==> src/rtl/dot_pkg.sv <==
// Shared types and sizing helpers for the sequential dot-product engine.
package dot_pkg;

    typedef enum logic [1:0] {
        IDLE = 2'd0,
        RUN  = 2'd1,
        DONE = 2'd2
    } state_t;

    // Full-precision accumulator width: one product plus growth for NDATA terms.
    function automatic int acc_width(input int nbits, input int ndata);
        return 2 * nbits + $clog2(ndata);
    endfunction

    function automatic int pass_count(input int ndata, input int nlanes);
        return ndata / nlanes;
    endfunction

endpackage

==> src/rtl/multiply.sv <==
// Combinational lane array: Ndata independent NBITS x NBITS multipliers.
module multiply #(
    parameter int NBITS = 4,
    parameter int Ndata = 4
) (
    input  logic [Ndata*NBITS-1:0]   a,
    input  logic [Ndata*NBITS-1:0]   b,
    input  logic                     is_signed = 1'b0,
    output logic [Ndata*2*NBITS-1:0] prod
);

    // Operands are widened to the product width, so the truncated product is exact in both modes.
    for (genvar i = 0; i < Ndata; i++) begin : g_lane
        logic [2*NBITS-1:0] w_ax;
        logic [2*NBITS-1:0] w_bx;
        assign w_ax = {{NBITS{is_signed & a[i*NBITS+NBITS-1]}}, a[i*NBITS +: NBITS]};
        assign w_bx = {{NBITS{is_signed & b[i*NBITS+NBITS-1]}}, b[i*NBITS +: NBITS]};
        assign prod[i*2*NBITS +: 2*NBITS] = w_ax * w_bx;
    end

endmodule

==> src/rtl/dot_product_seq.sv <==
// Sequential dot-product engine: NLANES element pairs per cycle, full-precision
// accumulation, and every individual product returned in element order.
module dot_product_seq
    import dot_pkg::*;
#(
    parameter int NBITS  = 4,
    parameter int NDATA  = 8,
    parameter int NLANES = 4,
    localparam int ACC_W  = acc_width(NBITS, NDATA),
    localparam int PASSES = pass_count(NDATA, NLANES)
) (
    input  logic                    clk,
    input  logic                    reset,
    input  logic                    in_valid,
    output logic                    in_ready,
    input  logic                    is_signed,
    input  logic [NDATA*NBITS-1:0]  a,
    input  logic [NDATA*NBITS-1:0]  b,
    output logic                    out_valid,
    input  logic                    out_ready,
    output logic [ACC_W-1:0]        result,
    output logic [NDATA*2*NBITS-1:0] out_prod,
    output logic                    busy
);

    localparam int LANE_W = NLANES * NBITS;
    localparam int VEC_W  = NDATA * NBITS;
    localparam int P_W    = 2 * NBITS;
    localparam int LP_W   = NLANES * P_W;
    localparam int PROD_W = NDATA * P_W;
    localparam int CNT_W  = (PASSES > 1) ? $clog2(PASSES) : 1;

    state_t             r_state;
    logic [VEC_W-1:0]   r_a;
    logic [VEC_W-1:0]   r_b;
    logic               r_signed;
    logic [CNT_W-1:0]   r_cnt;
    logic [ACC_W-1:0]   r_acc;
    logic [PROD_W-1:0]  r_prod;

    logic [LP_W-1:0]    w_lane_prod;
    logic [ACC_W-1:0]   w_lane_sum;
    logic [P_W-1:0]     w_p;
    logic [PROD_W-1:0]  w_prod_next;

    multiply #(.NBITS(NBITS), .Ndata(NLANES)) u_multiply (
        .a         (r_a[LANE_W-1:0]),
        .b         (r_b[LANE_W-1:0]),
        .is_signed (r_signed),
        .prod      (w_lane_prod)
    );

    // Lane-sum adder tree; each product is extended to the accumulator width.
    always_comb begin
        w_lane_sum = '0;
        w_p        = '0;
        for (int i = 0; i < NLANES; i++) begin
            w_p        = w_lane_prod[i*P_W +: P_W];
            w_lane_sum = w_lane_sum + {{(ACC_W-P_W){r_signed & w_p[P_W-1]}}, w_p};
        end
    end

    // New products enter at the MSB end so element 0 lands at the LSB after the last pass.
    if (PASSES == 1) begin : g_prod_single
        assign w_prod_next = w_lane_prod;
    end else begin : g_prod_shift
        assign w_prod_next = {w_lane_prod, r_prod[PROD_W-1:LP_W]};
    end

    assign in_ready  = (r_state == IDLE) && !reset;
    assign out_valid = (r_state == DONE);
    assign busy      = (r_state != IDLE);
    assign result    = r_acc;
    assign out_prod  = r_prod;

    // Control FSM and datapath registers.
    always_ff @(posedge clk) begin
        if (reset) begin
            r_state  <= IDLE;
            r_a      <= '0;
            r_b      <= '0;
            r_signed <= 1'b0;
            r_cnt    <= '0;
            r_acc    <= '0;
            r_prod   <= '0;
        end else begin
            case (r_state)
                IDLE: begin
                    if (in_valid) begin
                        r_a      <= a;
                        r_b      <= b;
                        r_signed <= is_signed;
                        r_cnt    <= '0;
                        r_acc    <= '0;
                        r_prod   <= '0;
                        r_state  <= RUN;
                    end
                end
                RUN: begin
                    r_acc  <= r_acc + w_lane_sum;
                    r_prod <= w_prod_next;
                    r_a    <= r_a >> LANE_W;
                    r_b    <= r_b >> LANE_W;
                    r_cnt  <= r_cnt + 1'b1;
                    if (r_cnt == CNT_W'(PASSES - 1)) begin
                        r_state <= DONE;
                    end
                end
                DONE: begin
                    if (out_ready) begin
                        r_state <= IDLE;
                    end
                end
                default: r_state <= IDLE;
            endcase
        end
    end

endmodule

==> config.mk <==
export PLATFORM = sky130hd
export DESIGN_NAME = dot_product_seq
export DESIGN_NICKNAME = d
export VERILOG_FILES = /design/src/rtl/dot_pkg.sv /design/src/rtl/multiply.sv /design/src/rtl/dot_product_seq.sv
export SDC_FILE = /design/constraint.sdc
export NUM_CORES = 1
export LEC_CHECK = 0
export ABC_AREA = 1
export BUFFER_PORTS_ARGS = -buffer_cell sky130_fd_sc_hd__buf_2
export CORE_ASPECT_RATIO = 1.1
export CORE_MARGIN = 8
export CORE_UTILIZATION = 54
export CTS_BUF_LIST = sky130_fd_sc_hd__clkbuf_4
export CTS_CLUSTER_SIZE = 30
export DETAILED_ROUTE_END_ITERATION = 10
export GPL_TIMING_DRIVEN = 1
export PLACE_DENSITY = 0.79
export SLEW_MARGIN = 20
export SYNTH_ARGS = -nofsm -noshare
export SYNTH_HDL_FRONTEND = slang
export SYNTH_SLANG_ARGS = --single-unit
==> constraint.sdc <==
create_clock -name clk -period 5.8 [get_ports clk]
set_input_delay 0.58 -clock clk [delete_from_list [all_inputs] [get_ports clk]]
set_output_delay 0.58 -clock clk [all_outputs]
set_load 0.02 [all_outputs]
# == Word-level counts from Yosys, hierarchy flattened ==
# Index checks and enable logic that the tools add are counted.
# word_totals
ff_bits,143
elab_cells,55
# op_classes
n_addsub,5
mul,4
eq_ne,5
n_mux,14
n_bitwise,12
reduce_logical,8
# ops
cell,n
$pmux W32 S2,2
$pmux W64 S2,1
$mux W32,2
$mux W64,1
$mul A5 B5 Y8,4
$add A11 B11 Y11,2
$pmux W11 S2,1
$and A1 B1 Y1,12
$add A10 B9 Y11,1
$mux W11,1
$add A9 B9 Y10,1
$mux W2,3
$pmux W2 S3,1
$ne A2 B2 Y1 const B,2
$reduce_and A2 Y1,2
$reduce_bool A2 Y1,2
$reduce_and A3 Y1,1
$eq A2 B1 Y1 const B,1
$eq A2 B2 Y1 const B,1
$logic_not A2 Y1,1
$ne A2 B1 Y1 const B,1
$pmux W1 S2,1
$add A1 B1 Y1 const B,1
$logic_and A1 B1 Y1,1
2 further kinds,2

# == Logic depth before layout (Yosys ltp) ==
# Gate-level depths: netlist of run 1.
# depth
depth_word,8
depth_mapped,36
mapped_depth_nobuf,35

# == Cells and area by module ==
# Synthesis of run 1 repeated with hierarchy kept, for this count alone.
# hier_totals
cells_unflattened,1339
hier_area_um2,9813.2
# by_module_without_submodules
module,instances,cells_each,area_per_inst_um2,seq_area_each_um2
dot_product_seq,1,881,6657.6,2862.7
multiply,1,458,3155.5,0.0

# == Worst setup path after synthesis of run 1 ==
# No wires, ideal clock.
# synth_path
path_type,reg-to-reg
start,register r_signed
end,"register r_acc[10], in the netlist result[10]"
arrival_ps,6105
required_time_ps,5734
slack_ps,-371
path_stages_with_launch,30
path_buffers,2
synth_period_minus_slack_ps,6171
path_cell_list,dfxtp_1 buf_6 clkbuf_8 nand2_1 nor2_1 inv_1 fa_1 fa_1 fa_1 fa_1 inv_1 nand3_1 nand2_1 nand2_1 nand2_1 nand3b_4 nand2_1 fa_1 fa_1 fa_1 inv_1 ha_1 inv_1 nor4_1 nand2_1 o311ai_0 a31oi_1 nand3_1 nand3_2 a21oi_2
# synth_between
elab_chain_cells,8
# synth_lines
item,line,rtl
"start, declared",dot_product_seq.sv:36,logic r_signed;
"start signal, assigned",dot_product_seq.sv:92,r_signed <= is_signed;
$and A1 B1 Y1 (on tied branches),"multiply.sv:16, multiply.sv:17",
$mul A5 B5 Y8,multiply.sv:18,assign prod[i*2*NBITS +: 2*NBITS] = w_ax * w_bx;
$and A1 B1 Y1,dot_product_seq.sv:59,"w_lane_sum = w_lane_sum + {{(ACC_W-P_W){r_signed & w_p[P_W-1]}}, w_p};"
$add A9 B9 Y10,dot_product_seq.sv:59,
$add A10 B9 Y11,dot_product_seq.sv:59,
$add A11 B11 Y11 (*),dot_product_seq.sv:59,
$add A11 B11 Y11 (*),dot_product_seq.sv:100,r_acc <= r_acc + w_lane_sum;
$pmux W11 S2 (*),dot_product_seq.sv:87,case (r_state)
"end signal, assigned",dot_product_seq.sv:100,
"end, declared",dot_product_seq.sv:38,logic [ACC_W-1:0] r_acc;
# Mark *: on every way between the ends. The rest lies on a longest branch, timed or not.
# A chain may end at the register's enable or synchronous reset.

# == Worst setup path after layout of run 1 ==
# layout_path
start,register r_signed
end,"register r_acc[8], in the netlist result[8]"
# The elaborated chain is that of the path after synthesis.

==> out/qor.csv, run 1 <==
metric,value,unit
Inst Count DP,1710,
#FFs+latches synth,143,
Layout Cells excl Fill,1764,
total core area,0.0177,sq mm
critical path's largest stage delay,0.53,ns
Clock transition at path regs,0.15,ns
Synth Cell Area,0.00980,sq mm
ys async rst share,0,%
R2R setup slack,-0.22,ns
Setup WS post-layout,-0.216,ns
grt total ovfl,0,
hold crit path type,in2reg,
Die W,144,um
Buffers on Ports,146,
Worst Tran Pin Value,0.944,ns
total wire length,24.8,mm
Max Cap Violations,0,
routed vias/inst,5.06,
cell area after layout,0.0119,sq mm
Post-DP Area,0.0112,sq mm
HPWL after detailed placement,18.5,mm
crit path kind,reg2reg,
Power Dens Cells,258,mW/mm^2
RSZ-0062 raised after global routing,yes,
initial antenna violation count,1,
Nets,1717,
Period minus WS final,6.02,ns
Final Cycle Share,104,%
share of cells above drive strength 1,24.1,%
Final ANT Viol Nets,0,
largest net degree at the start of global routing,87,
relative slew slack,37.0,%
Root Driver,clkbuf_4,
CTS Buffer Depth,2,
die span in y,157,um
critical hold path startpoint,b[19],
Synth Warn #,0,
"Slowest-stage cell, CP",fa_1,
routability cong.,0.884,
total global-route track usage,22.0,%
final setup skew,0.0334,ns
DR WL/cell,14.0,um
Setup Total Neg Slack,-0.692,ns
reg2reg start,r_signed,
"Slew Viols, Final",0,
# DRC,0,
initial core utilization,55.3,%
distinct cell type count after synthesis,36,
drt first pass iters,5,
final setup vio count,4,
"Hold Violations, Final",0,
clk sink count,143,
status,finished with violations,
Critical path buffers and inverters,7,
kind of cell with the highest combined delay on the critical path,adder cells,
worst-case reg-to-reg path depth,27,
leakage,0.00609,uW
Num CTS Buffers,17,
Crit Reg-Reg Endpoint,result[8],
Max VDD drop,0.185,mV
Mean Syn Cell Area,7.43,sq um
total power,3080,uW
# IOs,147,
"Clk Latency, worst-skew pair",0.57,ns
"Top cell by count, worst path",fa_1,
first-pass GRT wire length,40.5,mm
DIE AREA,0.0227,sq mm
Critical Path RT,6.22,ns
Vias,8927,
CP endpoint kind,register,
final core occ,67.4,%
maximum level of the CTS H-tree,4,
hold endpoint,r_b[19],
crit start category,register,
Hold Path Stages,3,
Syn Inst Count,1319,
# rows,51,
Worst Path Arrival,6.43,ns
DR iter-0 viols,638,
"EDFF count, synth",0,
Layout area overhead,21.9,%
violated checks,setup timing,
TritonCTS clock tree,built,
sequential area share after synthesis,29.2,%
vias in the first global route,8707,
"Net Count, Synth",1524,
maximum fanout along the worst path,4,
top_reg_cell synth,dfxtp_1,
Max Clk Rate,166,MHz
## worst register-to-register path, cell delays in order, from the launching register on
cell and delay [ns]:
dfxtp_4 0.39, buf_12 0.14, buf_6 0.12, nand2_4 0.07, nor2_4 0.04, fa_1 0.47
inv_1 0.05, fa_1 0.45, fa_1 0.53, inv_2 0.05, fa_2 0.36, buf_4 0.15
or2_4 0.24, nand2_4 0.07, fa_1 0.44, fa_1 0.51, fa_1 0.51, inv_2 0.05
ha_4 0.28, inv_2 0.05, o211ai_1 0.30, a21oi_2 0.08, nor2_2 0.14, o21ai_1 0.07
nand2_1 0.11, a21oi_2 0.06, o21ai_1 0.10, a21oi_1 0.08
## stage by stage
stage / setup slack [ns] / hold WS, ns
after floorplan: -0.0756 / 0.441
after global placement: -0.171 / 0.445
after detailed placement: -0.363 / 0.450
after CTS: -0.164 / 0.225
after global routing: -0.453 / 0.230
final: -0.216 / 0.253
## worst max-delay path by stage
| stage | start | end | slack (ns) | depth (start not counted) |
|---|---|---|---|---|
| finish | r_signed | result[8] | -0.22 | 27 |
| floorplan | r_signed | result[10] | -0.08 | 30 |
| global route | r_signed | result[10] | -0.45 | 31 |
| detailed placement | r_signed | result[10] | -0.36 | 30 |
| CTS | r_signed | result[10] | -0.16 | 31 |
| global placement | r_signed | result[10] | -0.17 | 30 |
## registers in the layout, summed over array words and instances (netlist names)
register / cells
r_signed: 1
r_state: 2
r_a: 32
r_cnt: 1
r_b: 32
result: 11
out_prod: 64
## placed cells by master (no fill, tap or decap), types with 7 or more instances in the layout
cell type,netlist,final
nand2_1,432,422
inv_1,222,208
buf_2,5,145
dfxtp_1,143,138
a21oi_1,127,120
buf_4,2,77
fa_1,76,72
ha_1,60,49
a31oi_1,34,34
o21bai_1,33,33
nand3_1,33,30
nor2_1,30,23
inv_2,8,19
clkbuf_4,0,19
nand2_2,7,11
ha_4,0,11
nand2_4,4,10
nand3_2,8,9
xor2_1,8,7
a21oi_2,1,7
## timing repair
item	in CTS	in global routing
pin swaps	42	24
endpoints found under the setup margin	4	5
gates cloned	0	0
endpoints found under the hold margin	0	0
setup buffers	15	6
resized for setup	54	17
hold buffers	0	0
## cell type report
type                            instances  area (sq um)
Clock buffer                           19           143
Inverter                              232           878
Tap cell                              238           298
Fill cell                            1478          5790
Antenna cell                            1          2.50
Timing Repair Buffer                  229          1410
Multi-Input combinational cell        889          6160
Sequential cell                       143          2870
Clock inverter                         13           184
## cell usage after synthesis, types with 2 or more instances
library cell  count  share of area [%]
inv_2             8               0.31
inv_1           222                8.5
buf_4             2               0.15
o21bai_1         33                2.5
o21ai_0           6               0.31
or2_2             7               0.45
a31oi_1          34                2.2
nand4_1           5               0.32
nand3_1          33                1.7
clkinv_1          2              0.077
buf_2             5               0.26
xnor2_1           4               0.36
buf_1             2              0.077
clkbuf_1         43                1.6
dfxtp_1         143                 29
buf_6             2               0.23
nand2_1         432                 17
nand3_4           4               0.71
nand2_2           7               0.45
a21o_1            3               0.23
nor2_1           30                1.1
nand3_2           8               0.82
fa_1             76                 16
a21oi_1         127                6.5
nand2_4           4               0.46
xor2_1            8               0.71
ha_1             60                7.7
## kinds of logic after synthesis
kind of cell	count (synthesis)	share of synthesized area, %
buffers and inverters	287	11.4
AND/OR/NAND/NOR	534	23.0
XOR/XNOR	12	1.07
AO/OA/AOI/OAI	207	12.1
adder cells (fa/ha/maj)	136	23.2
flip-flops	143	29.2
## layer usage
metal / routed length, um / part of all wire [%] / up-vias / global-route usage (%)
li1: - / - / 4468 / -
met1: 11000 / 44 / 4086 / 29.1
met2: 11100 / 45 / 319 / 34.8
met3: 2010 / 8.1 / 54 / 4.45
met4: 669 / 2.7 / 0 / 8.58
met5: 0 / 0 / - / 0
## power breakdown
| group | leakage [uW] | internal (uW) | switching [uW] | total, uW |
|---|---|---|---|---|
| clock network | 0.000171 | 353 | 383 | 736 |
| registers | 0.00117 | 1050 | 73.9 | 1120 |
| logic | 0.00476 | 511 | 711 | 1220 |
| total | 0.00609 | 1920 | 1170 | 3080 |
(Power assumes the default switching activity.)
==> inputs of run 2 (changes only) <==
Settings changed: CORE_UTILIZATION 54 to 53, CTS_BUF_LIST sky130_fd_sc_hd__clkbuf_4 to default, PLACE_DENSITY 0.79 to 0.78.
Clock period 5.8 ns to 5.3 ns, I/O delays scaled along.
==> out/qor.csv, run 2 (synthesis gave the netlist of run 1 again) <==
metric,value,unit
cell area after layout,0.0125,sq mm
Die W,146,um
initial core utilization,53.6,%
initial antenna violation count,0,
Vias,9173,
maximum fanout along the worst path,6,
Clock transition at path regs,0.07,ns
routability cong.,0.883,
Setup WS post-layout,-0.896,ns
leakage,0.00639,uW
maximum level of the CTS H-tree,4,
CP endpoint kind,register,
fillers,1499,
CTS Buffer Depth,2,
DR WL/cell,14.8,um
status,finished with violations,
critical path's largest stage delay,0.57,ns
Worst Setup SP,r_signed,
HPWL after detailed placement,19.6,mm
final setup vio count,7,
drt first pass iters,5,
first-pass GRT wire length,43.8,mm
"Top cell by count, worst path",fa_1,
# DRC,0,
Final ANT Viol Nets,0,
Final Cycle Share,117,%
final setup skew,0.00926,ns
"Hold Violations, Final",0,
critical hold path startpoint,b[18],
Nets,1756,
vias in the first global route,9244,
total global-route track usage,23.4,%
DR iter-0 viols,607,
grt total ovfl,0,
Max Clk Rate,161,MHz
violated checks,setup timing,
largest net degree at the start of global routing,89,
"Clk Latency, worst-skew pair",0.43,ns
Max VDD drop,0.242,mV
# IOs,147,
crit path capture,result[10],
Num CTS Buffers,17,
Max Cap Violations,0,
share of cells above drive strength 1,26.5,%
RSZ-0062 raised after global routing,yes,
Buffers on Ports,146,
R2R setup slack,-0.90,ns
Post-DP Area,0.0115,sq mm
# rows,52,
n_diodes,0,
Critical Path RT,5.58,ns
hold crit path type,in2reg,
Hold Path Stages,3,
Hold WS,0.346,ns
routed vias/inst,5.08,
"Slowest-stage cell, CP",fa_1,
Crit Reg-Reg Endpoint,result[10],
TritonCTS clock tree,built,
Root Driver,clkbuf_16,
relative slew slack,35.6,%
DIE AREA,0.0231,sq mm
total core area,0.0183,sq mm
die span in y,159,um
Worst Tran Pin Value,0.965,ns
crit path kind,reg2reg,
Period minus WS final,6.20,ns
reg2reg start,r_signed,
max reg flops,64,
Layout area overhead,27.5,%
worst-case reg-to-reg path depth,32,
most frequent cells in the layout,"nand2_1 (418), inv_1 (207), buf_2 (145)",
clk sink count,143,
"Slew Viols, Final",0,
total wire length,26.8,mm
crit start category,register,
Power Dens Cells,315,mW/mm^2
Worst Path Arrival,6.48,ns
"most common cell after layout, fill and taps aside",nand2_1,
[run 2: cell count changes in the layout (fill, tap and decap cells not counted), moves of 3 or more]
cell,before,now
nand2_2,11,16
buf_4,77,119
fa_1,72,69
fa_2,4,7
clkbuf_4,19,0
clkbuf_16,0,17
nand2_1,422,418
nand3_2,9,12
[run 2: metrics by stage]
| stage | power [uW] | instances | utilization [%] | TNS (ns) | worst slack [ns] |
|---|---|---|---|---|---|
| final | 3930 | 1807 | 68.4 | -4.13 | -0.896 |
| after global placement | 2410 | 1757 | 62.9 | -2.58 | -0.642 |
| after detailed placement | 2450 | 1757 | 62.9 | -3.12 | -0.799 |
| after global routing | 4150 | 1807 | 68.4 | -5.64 | -1.17 |
| after CTS | 3840 | 1798 | 67.3 | -2.76 | -0.765 |
| after floorplan | 2030 | 1319 | - | -1.96 | -0.571 |
[run 2: worst max-delay path: cells and delay by family (launching register included)]
kind                     cells  cell delay [ns]
adder cells (fa/ha/maj)      8             3.71
AND/OR/NAND/NOR             12             1.02
buffers and inverters        9             0.72
flip-flops                   1             0.34
AO/OA/AOI/OAI                3             0.24
[run 2: area by class of cell]
| type | count | area [sq um] | area share, % |
|---|---|---|---|
| flip-flops and latches | 143 | 2870 | 22.9 |
| multi-input cells | 889 | 6190 | 49.6 |
| repair buffers | 268 | 1670 | 13.4 |
| inverters | 232 | 878 | 7.03 |
| well taps | 243 | 304 | 2.43 |
| clock buffers | 19 | 433 | 3.46 |
| clock inverters | 13 | 151 | 1.21 |
[run 2: what timing repair did]
item,in CTS,in global routing
buffers inserted,9,10
pin swaps,40,49
hold buffers,0,0
gates cloned,0,0
endpoints found under the setup margin,7,7
gates resized for setup,33,34
[run 2: per-layer routing]
layer	share of wire, %	up-vias	global-route usage [%]	wire [um]
met3	5.6	51	4.60	1500
li1	-	4547	-	-
met2	48	314	41.3	13000
met5	0	-	0	0
met4	2.6	0	8.98	685
met1	43	4261	27.7	11700
[run 2: worst min path at each step]
stage / end / slack [ns]
final: r_b[18] / 0.35
after global routing: r_b[20] / 0.35
after CTS: r_b[20] / 0.34
after detailed placement: out_prod[6] / 0.45
after global placement: out_prod[23] / 0.45
after floorplan: r_a[30] / 0.44
[run 2: power by group]
group	total, uW	switching (uW)	internal (uW)	leakage (uW)
Clock	1210	510	702	0.000277
Sequential	1220	74.5	1150	0.00117
Combinational	1500	863	634	0.00494
==> inputs of run 3 (changes only) <==
--- a/config.mk
+++ b/config.mk
@@ -11,3 +11,3 @@
 export CORE_MARGIN = 8
-export CORE_UTILIZATION = 53
+export CORE_UTILIZATION = 54
 export CTS_CLUSTER_SIZE = 30
@@ -15,3 +15,3 @@
 export GPL_TIMING_DRIVEN = 1
-export PLACE_DENSITY = 0.78
+export PLACE_DENSITY = 0.76
 export SLEW_MARGIN = 20
==> constraint.sdc (replaced) <==
create_clock -name clk -period 7.2 [get_ports clk]
set_input_delay 0 -clock clk [delete_from_list [all_inputs] [get_ports clk]]
set_output_delay 0 -clock clk [all_outputs]
set_load 0.02 [all_outputs]
==> out/qor.csv, run 3 (synthesis gave the netlist of run 1 again) <==
metric,value,unit
DR WL/cell,15.1,um
relative slew slack,33.5,%
"Slew Viols, Final",0,
total wire length,26.4,mm
vias in the first global route,8791,
Vias,9040,
crit start category,register,
CP endpoint kind,register,
Crit path depth,30,
DIE AREA,0.0227,sq mm
Critical Path RT,7.55,ns
Post-CTS Resized,0,
HPWL after detailed placement,18.1,mm
Max Clk Rate,153,MHz
Max Cap Violations,0,
drt first pass iters,5,
Final ANT Viol Nets,0,
RSZ-0062 raised after global routing,no,
first-pass GRT wire length,42.9,mm
"Slowest-stage cell, CP",dfxtp_1,
critical path's largest stage delay,0.53,ns
total core area,0.0177,sq mm
Root Driver,clkbuf_16,
"Hold Violations, Final",0,
worst-case reg-to-reg path depth,30,
fillers,1493,
Power Dens Cells,219,mW/mm^2
most frequent cells in the layout,"nand2_1 (432), inv_1 (222), buf_2 (145)",
final setup skew,0.0120,ns
max reg flops,64,
maximum level of the CTS H-tree,4,
crit path kind,reg2reg,
hold crit path type,in2reg,
total global-route track usage,23.8,%
"Top cell by count, worst path",fa_1,
DR iter-0 viols,625,
Clock transition at path regs,0.06,ns
clk sink count,143,
"most common cell after layout, fill and taps aside",nand2_1,
Die W,144,um
register area,0.00286,sq mm
status,"finished, final reports clean",
"Clk Latency, worst-skew pair",0.43,ns
Critical path buffers and inverters,6,
Period minus WS final,6.54,ns
# DRC,0,
share of cells above drive strength 1,14.9,%
# rows,51,
largest net degree at the start of global routing,109,
Setup Total Neg Slack,0,ns
Worst Tran Pin Value,0.996,ns
Nets,1707,
routed vias/inst,5.15,
final setup vio count,0,
Buffers on Ports,146,
kind of cell with the highest combined delay on the critical path,adder cells,
Hold Path Stages,2,
grt total ovfl,0,
Post-DP Area,0.0106,sq mm
Layout area overhead,21.9,%
TritonCTS clock tree,built,
routability cong.,0.923,
initial core utilization,55.3,%
Multi-input gate area,0.00584,sq mm
die span in y,157,um
CTS Buffer Depth,2,
leakage,0.00609,uW
Final Cycle Share,90.8,%
initial antenna violation count,1,
cell area after layout,0.0119,sq mm
Worst Path Arrival,6.89,ns
maximum fanout along the worst path,8,
# IOs,147,
Num CTS Buffers,17,
post-CTS setup buffers,0,
Max VDD drop,0.169,mV
-- run 3: layer usage --
metal	share of wire [%]	wire length [um]	up-vias	global-route usage (%)
met4	3.3	882	0	10.5
met1	42	11000	4163	29.0
met5	0	0	-	0
met3	8.1	2140	67	5.21
met2	47	12400	368	39.6
li1	-	-	4442	-
-- run 3: path summary, 6_finish.rpt --
path / endpoint / start / slack [ns]
max: result[10] / r_signed / 0.66
max reg2reg: result[10] / r_signed / 0.66
min: r_a[21] / reset / 0.04
min reg2reg: out_prod[9] / out_prod[9] / 0.46
-- run 3: layout make-up --
type	instances	area share [%]
multi-input cells	889	48.9
flip-flops and latches	143	24.0
repair buffers	219	12.2
inverters	232	7.29
clock buffers	19	3.71
well taps	238	2.49
clock inverters	13	1.49
diodes	1	0.0209
-- run 3: report_power, final --
part	internal, uW	leakage (uW)	switching, uW
registers	846	0.00117	74.5
logic	281	0.00463	475
clock network	563	0.000291	373
-- run 3: what timing repair did --
item | CTS | global route
endpoints found under the setup margin | 0 | 0
hold endpoints to repair | 67 | 0
hold buffers | 68 | 0
-- run 3: through the flow --
stage | hold slack, ns | setup WS, ns | total power (uW) | utilization (%) | std cells
after detailed placement | 0.259 | 0.711 | 1650 | 60.0 | 1653
after floorplan | 0.145 | 1.03 | 1450 | - | 1319
after CTS | 0.0298 | 0.692 | 2610 | 67.3 | 1753
after global routing | 0.0544 | 0.132 | 2760 | 67.4 | 1754
after global placement | 0.254 | 0.945 | 1620 | 60.0 | 1653
final | 0.0444 | 0.664 | 2610 | 67.4 | 1754
